`src/rtl/conv33_window_accum.sv`:
```
// conv33_window_accum
// Sums TAPS consecutive unsigned products from the conv33 multiplier into one
// window result. The result is offered downstream over valid/ready. The tap
// index goes back upstream so weight/pixel selection stays aligned.
//
// Ports:
//   clk, rst             rising-edge clock, asynchronous active-high reset
//   in_valid/in_ready    product handshake (in_ready has no path from in_valid)
//   in_prod              PW-bit unsigned product
//   in_last              upstream end-of-window marker, used only for framing check
//   tap_idx              index of the next product to be accepted (0..TAPS-1)
//   out_valid/out_ready  window-sum handshake
//   out_sum              OW-bit registered window sum
//   err                  sticky framing error (in_last disagrees with tap count)
module conv33_window_accum #(
  parameter int PW   = 12,
  parameter int TAPS = 9,
  parameter int OW   = 16
) (
  input  logic          clk,
  input  logic          rst,
  input  logic          in_valid,
  output logic          in_ready,
  input  logic [PW-1:0] in_prod,
  input  logic          in_last,
  output logic [3:0]    tap_idx,
  output logic          out_valid,
  input  logic          out_ready,
  output logic [OW-1:0] out_sum,
  output logic          err
);

  localparam logic [3:0] LAST_IDX = 4'(TAPS - 1);

  logic [OW-1:0] acc;
  logic [OW-1:0] prod_ext;
  logic [OW-1:0] sum_next;
  logic          last_tap;
  logic          accept;

  always_comb begin
    prod_ext = {{(OW-PW){1'b0}}, in_prod};
    sum_next = acc + prod_ext;
    last_tap = (tap_idx == LAST_IDX);
    // Only the window-closing tap has to wait for the previous sum to drain;
    // earlier taps never touch out_sum, so they keep flowing.
    in_ready = !(last_tap && out_valid && !out_ready);
    accept   = in_valid && in_ready;
  end

  always_ff @(posedge clk or posedge rst) begin
    if (rst) begin
      tap_idx   <= '0;
      acc       <= '0;
      out_valid <= 1'b0;
      out_sum   <= '0;
      err       <= 1'b0;
    end else begin
      if (accept) begin
        if (last_tap) begin
          out_sum <= sum_next;
          tap_idx <= '0;
        end else begin
          // Tap 0 loads rather than adds, so a stale acc never leaks into a window.
          acc     <= (tap_idx == '0) ? prod_ext : sum_next;
          tap_idx <= tap_idx + 4'd1;
        end
        if (in_last != last_tap) begin
          err <= 1'b1;
        end
      end

      // A completing window keeps out_valid high even when the old sum is consumed.
      if (accept && last_tap) begin
        out_valid <= 1'b1;
      end else if (out_ready) begin
        out_valid <= 1'b0;
      end
    end
  end

endmodule
```
`config.mk`:
```
export PLATFORM = sky130hd
export DESIGN_NAME = conv33_window_accum
export DESIGN_NICKNAME = d
export VERILOG_FILES = /design/src/rtl/conv33_window_accum.sv
export SDC_FILE = /design/constraint.sdc
export NUM_CORES = 1
export LEC_CHECK = 0
export ABC_AREA = 1
export CAP_MARGIN = 20
export CORE_MARGIN = 8
export CORE_UTILIZATION = 58
export CTS_BUF_LIST = sky130_fd_sc_hd__clkbuf_16
export CTS_CLUSTER_SIZE = 10
export DETAILED_ROUTE_END_ITERATION = 16
export PLACE_DENSITY = 0.93
export SLEW_MARGIN = 5
export SYNTH_ARGS = -nofsm -noshare
export SYNTH_HDL_FRONTEND = slang
export SYNTH_SLANG_ARGS = --single-unit
```
`constraint.sdc`:
```
create_clock -name clk -period 4.2 [get_ports clk]
set_input_delay 0.84 -clock clk [delete_from_list [all_inputs] [get_ports clk]]
set_output_delay 0.84 -clock clk [all_outputs]
set_load 0.02 [all_outputs]
```
# Word level (Yosys, flattened, before mapping)
# Index checks and enable logic that the tools add are counted.
# totals
regBits	38
inputBits	17
output_inout_bits	23
elab_cells	25
# op_classes
n_addsub	2
eq_ne	2
muxes	4
n_bitwise	1
n_reduce_logical	11
# ops
op	n
adder 16 x 12 -> 16 bit	1
two-way mux 16 bit	1
AND reduction 2 bit	3
adder 4 x 1 -> 4 bit, second input constant	1
equality test 4 bit, second input constant	1
logical AND 1 bit	4
zero test 4 bit	1
two-way mux 4 bit	1
zero test 1 bit	2
two-way mux 1 bit	2
nonzero test 2 bit	1
inequality test 1 bit	1
inverter 1 bit	1

# Depth between registers and ports, before layout
# Gate-level depths: netlist (run 1).
# logic_depth
depth_word	7
mapped_depth	12
depth_no_buf	12

# Worst setup path before layout (run 1)
# OpenSTA, ideal clock, no wires.
# synth_path
path_kind	input port to flip-flop
startpoint	input port in_prod[0]
endpoint	register acc[6]
arrival_time_ns	2.158
setup_slack_ns	1.920
stages	9
n_path_buf	0
path_cell_list	ha_1 fa_1 nand3_1 nand2_1 nand2_1 nand2_1 or2_2 nand3_1 a21oi_1
# synth_via
elab_chain_len	2
# synth_rtl
item	line_no	text
start, declared	24	input logic [PW-1:0] in_prod,
adder 16 x 12 -> 16 bit	43	sum_next = acc + prod_ext;
two-way mux 16 bit	65	acc <= (tap_idx == '0) ? prod_ext : sum_next;
end signal, assigned	65	
end, declared	35	logic [OW-1:0] acc;
# Every way passes these cells.
# A chain may end at the register's enable or synchronous reset.

# Worst setup path in the final report (run 1)
# layout_path
startpoint	input port out_ready
endpoint	output port in_ready
# layout_via
elab_chain_len	3
# layout_rtl
item	line_no	text
start, declared	28	input logic out_ready,
zero test 1 bit	47	in_ready = !(last_tap && out_valid && !out_ready);
logical AND 1 bit	47	
zero test 1 bit	47	
end, declared	23	output logic in_ready,
# Every way passes these cells.

==> results.md, run 1 <==
* Status: finished, final reports clean
* Net Switching at 1.01 mW
* Synth Area per Inst at just over 7 sq um
* Fill cell count at roughly 320
* CP max stage cell: clkdlybuf4s50_1
* Final net count at between 400 and 500
* Synth Instances at 334
* Wire per inst at 14.1 um
* Internal power at approximately 1.3 mW
* Largest cells by area after synthesis: dfrtp_1 39%, nand2_1 19%, ha_1 7.2%, nand3_1 6.4%, a21oi_1 6.2%
* Worst-path clk slew at approximately 0.06 ns
* Min cycle time layout at 2.92 ns
* Cell Chain, Critical Path: clkdlybuf4s50_1 -> inv_1 -> nand3_1 -> clkdlybuf4s50_1
* IO Count at 40
* Synthesis Warnings at 0
* Largest net degree at the start of global routing at 39
* Worst clock skew at 0.00499 ns
* Buf+Inv Stages, Crit Path at 3
* First-pass GRT wire length at 10100 um
* GRT Total Usage at between 10% and 20%
* Fmax achieved at between 300 and 400 MHz
* Hold crit path type: flip-flop to flip-flop
* Netlist cell types at 26
* Fraction of layout cells with a size suffix above 1 at 4.79%
* Post-DR vias/cell at between 5 and 6
* CP endpoint kind: primary output
* DR iter-0 viols at ~230
* RSZ-0062 raised after global routing: no
* Syn-to-layout area delta at 23.8%
* Mapped Area at between 0.002 and 0.0025 sq mm
* CTS max path bufs at 2
* DRT antenna net count at 0
* Antenna violations before repair at 0
* PwrDens at 772 mW/mm^2
* Post-synth EDFFs at 0
* Combinational Power Share at 54.4%
* Clock Sink Count at 38
* HPWL Detailed at roughly 4400 um
* Number of synthesized register bits at 38
* Startpoint types: input port
* Max cap viols at 0
* Setup TNS at 0 ns
* Port bufs at 39
* Initial Util at between 60% and 70%
* Routed via count at ~2300
* Inserted Clock Buffers at 5
* Fin cells at approximately 430
* VDD IR max at ~0.42 mV
* Rel. slew slack at between 40% and 50%
* Async set-or-reset flop fraction in the synthesized netlist at 100%
* Clock Latency Late Sink at roughly 0.28 ns
* Kind of critical path: input port to primary output
* Core box area at between 0.004 and 0.005 sq mm
* # setup viols final at 0
* Number of global-route vias before repair at 2380
* Setup Fix Bufs, Post-CTS at 0
* Top cell type's share of synthesized area at 39.3%
* GRT overflow at 0
* Worst slew pin tran at 0.869 ns
* H-Tree Depth at 2
* Die X at 80.6 um
* Most used cell, CP: clkdlybuf4s50_1
* Clock power share at between 10% and 20%
* Seq/Total Area, Yosys at between 30% and 40%
* Yosys top cell by area: dfrtp_1
* Root buf cell: clkbuf_16
* Crit Path Max Fanout at 3
* Hold Vio Cnt, Final at 0
* Placed insts at roughly 420
* Req. time, crit path at about 3.4 ns
* DIE AREA at 0.00650 sq mm
* Register share of total power at between 20% and 30%
* Crit share post-route at a little over two thirds
* Initial DRT Pass Iterations at 4
* Total wire length after detailed routing at 5990 um
* Post-CTS sizing at 0
* CP arrival at around 2.1 ns
* RePlAce Congestion at 0.976
* Hold_buf cts at 0
* Most frequent cell after synthesis: nand2_1
* Synth top cells by count: 121 x nand2_1, 38 x dfrtp_1, 32 x nor2_1
* Biggest cell delay along the critical path at around 0.61 ns
* TritonCTS clock tree: built
* Final Max Tran Viols at 0
* Drt drc at 0
* Number of core rows at 23
* Cell family with most CP delay: buffers and inverters
* Synth Net Count at 366
* Die Ht at 80.6 um
* Ys flop type: dfrtp_1
* Antenna diode count at 0
* Static Leakage at about 1.6 nW
* Switch share at between 40% and 50%
## tightest hold or removal path: cells and delay by family (launching register included)
family	cells	cell delay, ns
DFF	1	0.34
and+or+nand+nor	2	0.11
## stage by stage
step | area (sq um) | power (mW) | hold slack, ns | setup WS, ns | util (%)
after floorplan | 2420 | 1.51 | 0.453 | 1.92 | -
after global placement | 2840 | 1.84 | 0.462 | 1.31 | 70.9
after detailed placement | 2840 | 1.89 | 0.465 | 1.28 | 70.9
after CTS | 3000 | 2.32 | 0.481 | 1.27 | 75.0
after global routing | 3000 | 2.50 | 0.506 | 1.23 | 75.0
final | 3000 | 2.32 | 0.477 | 1.28 | 75.0
## final cells by class
| class | count | area, sq um | share of cell area [%] |
|---|---|---|---|
| well taps | 50 | 62.6 | 2.09 |
| multi-input cells | 257 | 1300 | 43.3 |
| clock inverters | 3 | 37.5 | 1.25 |
| flip-flops and latches | 38 | 951 | 31.7 |
| clock buffers | 5 | 125 | 4.17 |
| inverters | 32 | 120 | 4.00 |
| repair buffers | 41 | 405 | 13.5 |
## worst paths after layout
check,end,cells past startpoint,startpoint,slack (ns)
worst max-delay path,in_ready,4,out_ready,1.28
worst min-delay path,out_sum[12]$_DFFE_PP0P_,2,out_sum[12]$_DFFE_PP0P_,0.48
worst max register to register,acc[3]$_DFFE_PP0P_,7,tap_idx[0]$_DFFE_PP0P_,2.02
worst min register to register,out_sum[12]$_DFFE_PP0P_,2,out_sum[12]$_DFFE_PP0P_,0.48
max in group asynchronous,acc[3]$_DFFE_PP0P_,3,rst,2.88
min in group asynchronous,out_sum[0]$_DFFE_PP0P_,3,rst,0.98
## power groups by stage
stage	Sequential (mW)	Clock [mW]	Combinational [mW]
finish	0.641	0.416	1.26
global placement	0.633	0	1.20
floorplan	0.729	0	0.778
detailed placement	0.644	0	1.25
CTS	0.641	0.421	1.26
global route	0.660	0.435	1.41
## state kept, by name, indices dropped and copies added (netlist names)
name       flops
out_sum       16
acc           16
tap_idx        4
out_valid      1
err            1
## cell usage in the layout (no fill, tap or decap)
cell type	n
nand2_4	1
nor2_1	32
o21ai_0	4
or2_2	1
o211ai_2	1
a31oi_4	1
ha_1	14
o21ai_2	1
clkdlybuf4s50_1	39
xnor2_1	2
a21oi_1	30
dfrtp_1	38
xor2_1	4
nand4_1	2
o22ai_1	2
bufinv_16	1
fa_1	1
o21a_1	1
nand2_2	1
buf_4	2
clkbuf_16	5
o21ai_1	2
nor2_4	1
nand2_1	121
inv_2	3
nand3_1	31
nand3b_1	4
inv_1	31
## per-layer routing
metal  vias to the layer above  share of wire [%]  global-route usage [%]
met3                        14                7.0                    5.47
met1                      1098                 42                    21.3
met2                        78                 49                    33.0
met5                         -                  0                       0
met4                         0                2.1                    11.3
li1                       1154                  -                       -
## logic make-up (layout without fill, tap and decap cells)
group                      count (synthesis)  in the layout  synth area share [%]
buffers and inverters                     39             81                  7.18
adders and majority gates                 15             15                  8.06
AOI/OAI and AO/OA                         42             42                  10.0
DFF                                       38             38                  39.3
xor gates and xnor gates                   6              6                  2.17
and+or+nand+nor                          194            194                  33.3
(Power assumes the default switching activity.)
==> inputs of run 2 (changes only) <==
Settings changed: CORE_UTILIZATION 58 to 53, PLACE_DENSITY 0.93 to 0.86.
Clock period 4.2 ns to 2.7 ns, I/O delays scaled along.
==> results.md, run 2 (synthesis results as in run 1) <==
* Post-DR vias/cell at 5.21
* Met3 WL at 361 um
* Most frequent cells in the layout: 121 x nand2_1, 39 x clkdlybuf4s50_1, 38 x dfrtp_1, 32 x nor2_1, 31 x nand3_1
* Largest net degree at the start of global routing at 39
* Multi-input gate area at between 0.001 and 0.0015 sq mm
* First-pass GRT wire length at ~10000 um
* Crit share post-route at between 80 and 90%
* Static Leakage at approximately 1.6 nW
* Routed via count at between 2000 and 2500
* Most common cell after layout, fill and taps aside: nand2_1
* Clock Latency Late Sink at approximately 0.28 ns
* Rel. slew slack at around 63%
* Top Registers: acc x16, out_sum x16, tap_idx x4
* Top routing layer in use: met4
* GRT overflow at 0
* Internal power at around 2 mW
* Place WS at between 0.1 and 0.15 ns
* Die X at between 80 and 90 um
* PwrDens at 1200 mW/mm^2
* Drt drc at 0
* Syn-to-layout area delta at 24.6%
* Hold_buf cts at 0
* RePlAce Congestion at approximately 0.9
* Final net count at about 400
* Kind of critical path: flip-flop to primary output
* Antenna violations before repair at 0
* Die Ht at between 80 and 90 um
* Min cycle time layout at around 2.4 ns
* Met1 wire length at between 2000 and 3000 um
* IO Count at 40
* CTS max path bufs at 2
* Core box area at around 0.0044 sq mm
* Total Power at 3.63 mW
* Clock power share at 18.1%
* CP arrival at around 1.8 ns
* Wire per inst at 14.0 um
* Post-CTS sizing at 0
* Inserted Clock Buffers at 5
* Placed insts at 422
* Final WS setup at 0.345 ns
* Antenna diode count at 0
* GRT Total Usage at 17.7%
* # setup viols final at 0
* Setup Fix Bufs, Post-CTS at 0
* Final core utilization at just under 70%
* VDD IR max at roughly 0.66 mV
* Total wire length after detailed routing at around 6000 um
* Net Switching at 1.59 mW
* Startpoint types: flip-flop
* Clock Sink Count at 38
* Fmax achieved at roughly 420 MHz
* Req. time, crit path at approximately 2.2 ns
* Status: finished, final reports clean
* DR iter-0 viols at roughly 110
* Fill cell count at roughly 380
* DRT antenna net count at 0
* Fin cells at between 400 and 500
* Switch share at 43.8%
* Worst clock skew at about 0.0061 ns
* Final Max Tran Viols at 0
* Number of core rows at 24
* HPWL Detailed at 4490 um
* Fraction of layout cells with a size suffix above 1 at about 5.8%
* TritonCTS clock tree: built
* Number of global-route vias before repair at between 2000 and 2500
* Crit Path Max Fanout at 4
* Max cap viols at 0
* Worst-path clk slew at 0.06 ns
* Hold Vio Cnt, Final at 0
* Worst slew pin tran at between 0.5 and 0.6 ns
* Register Area at ~950 sq um
* Root buf cell: clkbuf_16
* Port bufs at 39
* Hold crit path type: flip-flop to flip-flop
* Initial DRT Pass Iterations at 5
* Setup TNS at 0 ns
* Combinational Power Share at 54.5%
* H-Tree Depth at 2
* Wire length on met2 at slightly below 3000 um
* DIE AREA at roughly 0.007 sq mm
* CP endpoint kind: primary output
* RSZ-0062 raised after global routing: no
* Initial Util at between 50% and 60%
* Register share of total power at between 20% and 30%
==> run 2: cell types whose count changed in the layout (fill, tap and decap cells not counted) <==
| cell | change |
|---|---|
| inv_1 | -2 |
| buf_4 | +2 |
| clkinv_2 | +2 |
==> run 2: metrics by stage <==
stage	hold WS [ns]	instance area, sq um
6_report	0.480	3020
5_1_grt	0.501	3020
4_1_cts	0.482	3020
3_5_place_dp	0.466	2850
3_3_place_gp	0.461	2850
2_1_floorplan	0.453	2420
==> run 2: final cells by class <==
class	count	area share, %
multi-input combinational	257	43.0
tap	52	2.15
inverter	32	3.98
clock inverter	3	1.33
clock buffer	5	4.14
timing repair buffer	43	13.9
sequential	38	31.5
==> run 2: final timing paths <==
path / startpoint / end / slack (ns) / cells past startpoint
setup / recovery: tap_idx[0]$_DFFE_PP0P_ / in_ready / 0.35 / 6
max in group asynchronous: rst / out_sum[5]$_DFFE_PP0P_ / 1.67 / 3
hold reg to reg: out_sum[3]$_DFFE_PP0P_ / out_sum[3]$_DFFE_PP0P_ / 0.48 / 2
hold / removal: out_sum[3]$_DFFE_PP0P_ / out_sum[3]$_DFFE_PP0P_ / 0.48 / 2
setup reg to reg: acc[0]$_DFFE_PP0P_ / acc[6]$_DFFE_PP0P_ / 0.70 / 9
min in group asynchronous: rst / acc[1]$_DFFE_PP0P_ / 0.68 / 3
==> run 2: power groups by stage <==
| stage | clock network, mW | registers [mW] | logic (mW) |
|---|---|---|---|
| 5_1_grt | 0.693 | 1.02 | 2.22 |
| 3_3_place_gp | 0 | 0.985 | 1.91 |
| 6_report | 0.658 | 0.992 | 1.98 |
| 3_5_place_dp | 0 | 0.998 | 1.96 |
| 4_1_cts | 0.671 | 0.992 | 1.98 |
| 2_1_floorplan | 0 | 1.13 | 1.21 |
==> run 2: critical path: stages (launching register included) <==
cell and delay [ns]:
dfrtp_1 0.40, inv_1 0.09, ha_1 0.19, nand2_4 0.08, nor2_4 0.13, nand3_1 0.08, clkdlybuf4s50_1 0.55
==> run 2: layer usage <==
layer	track usage [%]	vias up
li1	-	1161
met1	19.8	1026
met2	30.6	46
met3	5.57	7
met4	5.97	0
met5	0	-
